--- config.mk ---
export PLATFORM = sky130hd
export DESIGN_NAME = bl_demux_rx
export DESIGN_NICKNAME = d
export VERILOG_FILES = /design/src/rtl/bl_link_pkg.sv /design/src/rtl/bl_stable_filter.sv /design/src/rtl/bl_demux_rx.sv
export SDC_FILE = /design/constraint.sdc
export NUM_CORES = 1
export LEC_CHECK = 0
export ABC_AREA = 1
export CAP_MARGIN = 40
export CORE_MARGIN = 2
export CORE_UTILIZATION = 40
export CTS_CLUSTER_SIZE = 28
export DETAILED_ROUTE_END_ITERATION = 6
export GPL_TIMING_DRIVEN = 0
export PLACE_DENSITY = 0.66
export SLEW_MARGIN = 10
export SYNTH_ARGS = -nofsm -noshare
export SYNTH_HDL_FRONTEND = slang
export SYNTH_SLANG_ARGS = --single-unit
--- constraint.sdc ---
create_clock -name clk -period 1.4 [get_ports clk]
set_input_delay 0.14 -clock clk [delete_from_list [all_inputs] [get_ports clk]]
set_output_delay 0.14 -clock clk [all_outputs]
set_load 0.02 [all_outputs]
--- src/rtl/bl_link_pkg.sv ---
// Shared definitions for the BL_MUX address/enable link: address width,
// channel count, receive-side state encoding and the one-hot decoder.
package bl_link_pkg;

  localparam int BL_ADDR_W = 3;
  localparam int BL_NUM_CH = 8;

  localparam logic [1:0] ST_IDLE    = 2'd0;
  localparam logic [1:0] ST_QUALIFY = 2'd1;
  localparam logic [1:0] ST_ASSERT  = 2'd2;
  localparam logic [1:0] ST_RELEASE = 2'd3;

  typedef enum logic [1:0] {
    S_IDLE    = ST_IDLE,
    S_QUALIFY = ST_QUALIFY,
    S_ASSERT  = ST_ASSERT,
    S_RELEASE = ST_RELEASE
  } bl_state_t;

  function automatic logic [BL_NUM_CH-1:0] bl_decode(input logic [BL_ADDR_W-1:0] addr);
    bl_decode       = '0;
    bl_decode[addr] = 1'b1;
  endfunction

endpackage

--- src/rtl/bl_stable_filter.sv ---
// Registers the raw link inputs and counts consecutive matching samples of
// the candidate address; raises qualified once the count reaches STABLE_CYCLES.
module bl_stable_filter
  import bl_link_pkg::*;
#(
  parameter int STABLE_CYCLES = 4
) (
  input  logic                 clk,
  input  logic                 rst,
  input  logic                 enable,
  input  logic                 en,
  input  logic [BL_ADDR_W-1:0] addr,
  output logic                 r_en,
  output logic [BL_ADDR_W-1:0] cand,
  output logic                 qualified
);

  localparam int CW = $clog2(STABLE_CYCLES + 1);

  logic [BL_ADDR_W-1:0] r_addr;
  logic [CW-1:0]        cnt;

  always_ff @(posedge clk) begin
    if (rst) begin
      r_en   <= 1'b0;
      r_addr <= '0;
      cand   <= '0;
      cnt    <= '0;
    end else begin
      r_en   <= en;
      r_addr <= addr;
      // Counting only runs while the FSM is looking for a new decode.
      if (!enable || !r_en) begin
        cnt <= '0;
      end else if (cnt == '0 || r_addr != cand) begin
        cand <= r_addr;
        cnt  <= CW'(1);
      end else if (cnt != CW'(STABLE_CYCLES)) begin
        cnt <= cnt + 1'b1;
      end
    end
  end

  assign qualified = enable && r_en && (r_addr == cand) && (cnt == CW'(STABLE_CYCLES));

endmodule

--- src/rtl/bl_demux_rx.sv ---
// Receive end of the BL_MUX link: qualifies a stable address, presents a
// one-hot channel enable until acknowledged, and flags ack timeouts.
module bl_demux_rx
  import bl_link_pkg::*;
#(
  parameter int STABLE_CYCLES  = 4,
  parameter int TIMEOUT_CYCLES = 255
) (
  input  logic                 clk,
  input  logic                 Reset,
  input  logic                 EN_in,
  input  logic                 A2_in,
  input  logic                 A1_in,
  input  logic                 A0_in,
  input  logic                 Ack_in,
  output logic [BL_NUM_CH-1:0] Y_out,
  output logic [BL_ADDR_W-1:0] Addr_out,
  output logic                 Valid_out,
  output logic                 Err_out
);

  localparam int TW = $clog2(TIMEOUT_CYCLES + 1);

  bl_state_t            state;
  logic [TW-1:0]        tmo;
  logic                 r_en;
  logic                 qualified;
  logic                 filt_enable;
  logic [BL_ADDR_W-1:0] cand;

  assign filt_enable = (state == S_IDLE) || (state == S_QUALIFY);

  bl_stable_filter #(
    .STABLE_CYCLES(STABLE_CYCLES)
  ) u_filter (
    .clk      (clk),
    .rst      (Reset),
    .enable   (filt_enable),
    .en       (EN_in),
    .addr     ({A2_in, A1_in, A0_in}),
    .r_en     (r_en),
    .cand     (cand),
    .qualified(qualified)
  );

  always_ff @(posedge clk) begin
    if (Reset) begin
      state     <= S_IDLE;
      tmo       <= '0;
      Y_out     <= '0;
      Addr_out  <= '0;
      Valid_out <= 1'b0;
      Err_out   <= 1'b0;
    end else begin
      case (state)
        S_IDLE: begin
          if (r_en) state <= S_QUALIFY;
        end
        S_QUALIFY: begin
          if (!r_en) begin
            state <= S_IDLE;
          end else if (qualified) begin
            state     <= S_ASSERT;
            Y_out     <= bl_decode(cand);
            Addr_out  <= cand;
            Valid_out <= 1'b1;
            tmo       <= '0;
          end
        end
        S_ASSERT: begin
          // Ack takes priority over a simultaneous enable drop.
          if (Ack_in) begin
            state     <= S_RELEASE;
            Y_out     <= '0;
            Addr_out  <= '0;
            Valid_out <= 1'b0;
          end else if (!r_en) begin
            state     <= S_IDLE;
            Y_out     <= '0;
            Addr_out  <= '0;
            Valid_out <= 1'b0;
          end else if (tmo == TW'(TIMEOUT_CYCLES - 1)) begin
            state     <= S_RELEASE;
            Err_out   <= 1'b1;
            Y_out     <= '0;
            Addr_out  <= '0;
            Valid_out <= 1'b0;
          end else begin
            tmo <= tmo + 1'b1;
          end
        end
        S_RELEASE: begin
          if (!r_en) state <= S_IDLE;
        end
        default: state <= S_IDLE;
      endcase
    end
  end

endmodule

==> metrics.md <==
| Metric | Value |
|---|---|
| # DRC | 0 |
| Crit end category | flop |
| Initial antenna violation count | 0 |
| DRT iter0 DRCs | 93 |
| Critical Path Source | tmo[0]$_SDFFE_PP0P_ |
| CTS Root Cell | clkbuf_8 |
| CTS sink cnt | 33 |
| Initial Utilization | 0.4166 |
| Crit-path slowest cell | dfxtp_4 |
| Final Cell Area | 0.002389 sq mm |
| Design Power | approximately 2.1 mW |
| RR Startpoint | tmo[0]$_SDFFE_PP0P_ |
| Worst-path clk slew | 0.07 ns |
| Fraction of layout cells with a size suffix above 1 | 0.3160 |
| Fmax | roughly 0.67 GHz |
| Final hold violations | 0 |
| Maximum clock insertion buffer count | 2 |
| Final setup fails | 12 |
| Largest stage delay, worst path | between 0.3 and 0.4 ns |
| CP top delay family | simple AND/OR/NAND/NOR gates |
| Synth top area cells | dfxtp_1 40%, nand2_1 10%, a21oi_1 8.1% |
| Leakage | between 1 and 1.5 nW |
| Slew Viols, Final | 0 |
| Clk_lat worst skew | 0.28 ns |
| CP cell instances | inv_2 -> ha_4 -> nand2_2 -> nor2_4 -> nand2_2 -> nand2_1 -> nand2_1 -> nand2_2 -> nand2_4 -> buf_6 -> nand2_1 -> a21oi_2 |
| Vias in the first global route | between 1,000 and 1,500 |
| Die W | 68.55 um |
| Post-Route Setup TNS | -0.8102 ns |
| Final GP Congestion | roughly 0.81 |
| Synthesized area | 0.001667 sq mm |
| IO Port Bufs | 18 |
| Worst slack, placed | -0.1660 ns |
| Final hold slack | roughly 0.28 ns |
| Hold WC Path Type | input pin to flop |
| H-tree levels | 2 |
| Drt total wl | between 3 and 4 mm |
| Total number of vias | around 1,600 |
| Startpoint Class | flop |
| Area leader, netlist | dfxtp_1 |
| CTS tree | built |
| Nets | between 200 and 300 |
| Worst Tran Pin Value | roughly 0.58 ns |
| Setup CP Type | flop to flop |
| Register area share after synthesis | 0.3964 |
| Post-DRT Antenna Nets | 0 |
| Hold_sp | Reset |
| DIE AREA | around 0.0047 sq mm |
| DIE HEIGHT | 68.55 um |
| Yosys cell types | 31 |
| Max Clock Skew | around 0.0048 ns |
| Peak supply drop | 0.5880 mV |
| Fin worst setup slack | -0.08173 ns |
| Vias per cell | 5.056 |
| Avg Inst Size Synth | 7.310 sq um |
| Yosys warns | 0 |
| Slew HR | 0.6124 |
| HPWL Detailed | 2.668 mm |
| Ports | 20 |
| Post-placement cell area | ~0.0019 sq mm |
| Status | finished with violations |
| Synth Register Bits | 33 |
| CP Data Arrival Time | roughly 1.6 ns |
| Failing checks | setup timing |
| Remaining Overflow, GRT | 0 |
| First-pass GRT wire length | roughly 6.3 mm |
| Share of the synthesized area in the top cell type | 0.3964 |
| Crit path time final | ~1.5 ns |
| Part of the cycle the worst path needs | 1.058 |
| TritonCTS Buffers | 5 |
| Max Fanout on Critical Path | 5 |
| FP Rows | 23 |
| Power per cell area | between 800 and 900 mW/mm^2 |
| Avg WL per Cell | about 13 um |
| GRT Overall Usage | 0.1814 |
| RSZ-0062 raised after global routing | true |
| Worst EP required | about 1.6 ns |
| Critical path buffers and inverters | 2 |
| Core box area | 0.004000 sq mm |
| Area growth, synth to finish | 43.32% |
| DR pass1 iterations | 4 |
| Number of max-cap violations | 0 |
| Inserted Diodes | 0 |
| Largest net degree at the start of global routing | 11 |
| Mapped Cells | about 230 |
| Mapped Nets | 239 |
## worst register-to-register path, stage by stage, from the launching register on
cell     delay [ns]
dfxtp_4        0.37
inv_2          0.07
ha_4           0.12
nand2_2        0.06
nor2_4         0.12
nand2_2        0.07
nand2_1        0.06
nand2_1        0.06
nand2_2        0.11
nand2_4        0.08
buf_6          0.14
nand2_1        0.07
a21oi_2        0.05
## cells in the mapped netlist, drive strengths merged
cell type  number
a21oi          27
a41oi           1
buf             5
clkbuf          2
dfxtp          33
ha              4
inv            26
nand2          52
nand3          24
nand4           9
nor2           21
nor3            7
nor3b           1
nor4            1
o211ai          1
o21ai           8
o21bai          1
or2             1
xnor2           2
xor2            2
## routing by layer
layer,global-route usage,vias up,part of all wire,routed length (um)
li1,-,834,-,-
met4,0.08250,0,0.0098,39
met2,0.2861,33,0.49,1968
met5,0,-,0,0
met1,0.2394,741,0.45,1808
met3,0.03409,5,0.045,179
## layout make-up
type / count / area (sq um)
Clock buffer: 7 / 86.33
Multi-Input combinational cell: 162 / 1061
Timing Repair Buffer: 33 / 324.1
Buffer: 7 / 52.55
Sequential cell: 33 / 674.4
Inverter: 26 / 97.59
Clock inverter: 1 / 30.03
Fill cell: 363 / 1612
Tap cell: 50 / 62.56
## registers in the layout (all words and copies together) (netlist names)
name and count:
u_filter.r_en 1, Addr_out 3, Y_out 8, tmo 8, u_filter.r_addr 3, Valid_out 1, u_filter.cnt 3, u_filter.cand 3
state 2, Err_out 1
## placed cells by master (no fill, tap or decap), types with 2 or more instances in the layout
cell / instances
inv_1: 17
xor2_1: 2
inv_2: 9
clkbuf_1: 3
nor3_1: 6
nand4_1: 8
nand2_1: 34
dfxtp_2: 8
nand3_2: 2
nand3_1: 21
buf_4: 13
dfxtp_1: 24
nor2_8: 2
nand2_2: 11
a21oi_1: 20
nor2_2: 2
clkbuf_8: 6
a21oi_2: 7
nand2_4: 6
ha_4: 2
buf_6: 6
o21ai_1: 2
ha_1: 2
dlymetal6s2s_1: 8
nor2_4: 3
o21ai_0: 5
clkdlybuf4s50_1: 10
nor2_1: 14
## what timing repair did
item	4_1_cts	5_1_grt
hold buffers	0	0
resized for setup	23	43
pin swaps	9	10
buffers inserted	6	7
endpoints found under the setup margin	24	33
cloned	1	1
## path summary, 6_finish.rpt
kind                           endpoint  slack, ns  cells past startpoint
setup / recovery  Y_out[1]$_SDFFE_PP0P_      -0.08                     12
hold / removal    Y_out[4]$_SDFFE_PP0P_       0.28                      2
setup reg to reg  Y_out[1]$_SDFFE_PP0P_      -0.08                     12
hold reg to reg   Y_out[4]$_SDFFE_PP0P_       0.46                      2
## per-stage QoR
step                  util  instances
floorplan                -        228
global placement    0.4864        296
detailed placement  0.4864        296
CTS                 0.5471        311
global route        0.5971        319
finish              0.5971        319
## power breakdown
group / total (mW) / internal, mW / leakage, nW / switching [mW]
registers: 0.970 / 0.953 / 0.272 / 0.0172
clock network: 0.929 / 0.580 / 0.0585 / 0.349
logic: 0.232 / 0.0955 / 0.717 / 0.137
total: 2.13 / 1.63 / 1.05 / 0.503
## cell families (layout without fill, tap and decap cells)
| logic type | Yosys count | count (layout) | synth area share |
|---|---|---|---|
| fa+ha+maj | 4 | 4 | 0.03003 |
| simple gates | 116 | 116 | 0.3476 |
| compound gates | 38 | 38 | 0.1194 |
| flops | 33 | 33 | 0.3964 |
| xor+xnor | 4 | 4 | 0.02553 |
| buf+inv | 33 | 74 | 0.08108 |
(Power assumes the default switching activity.)
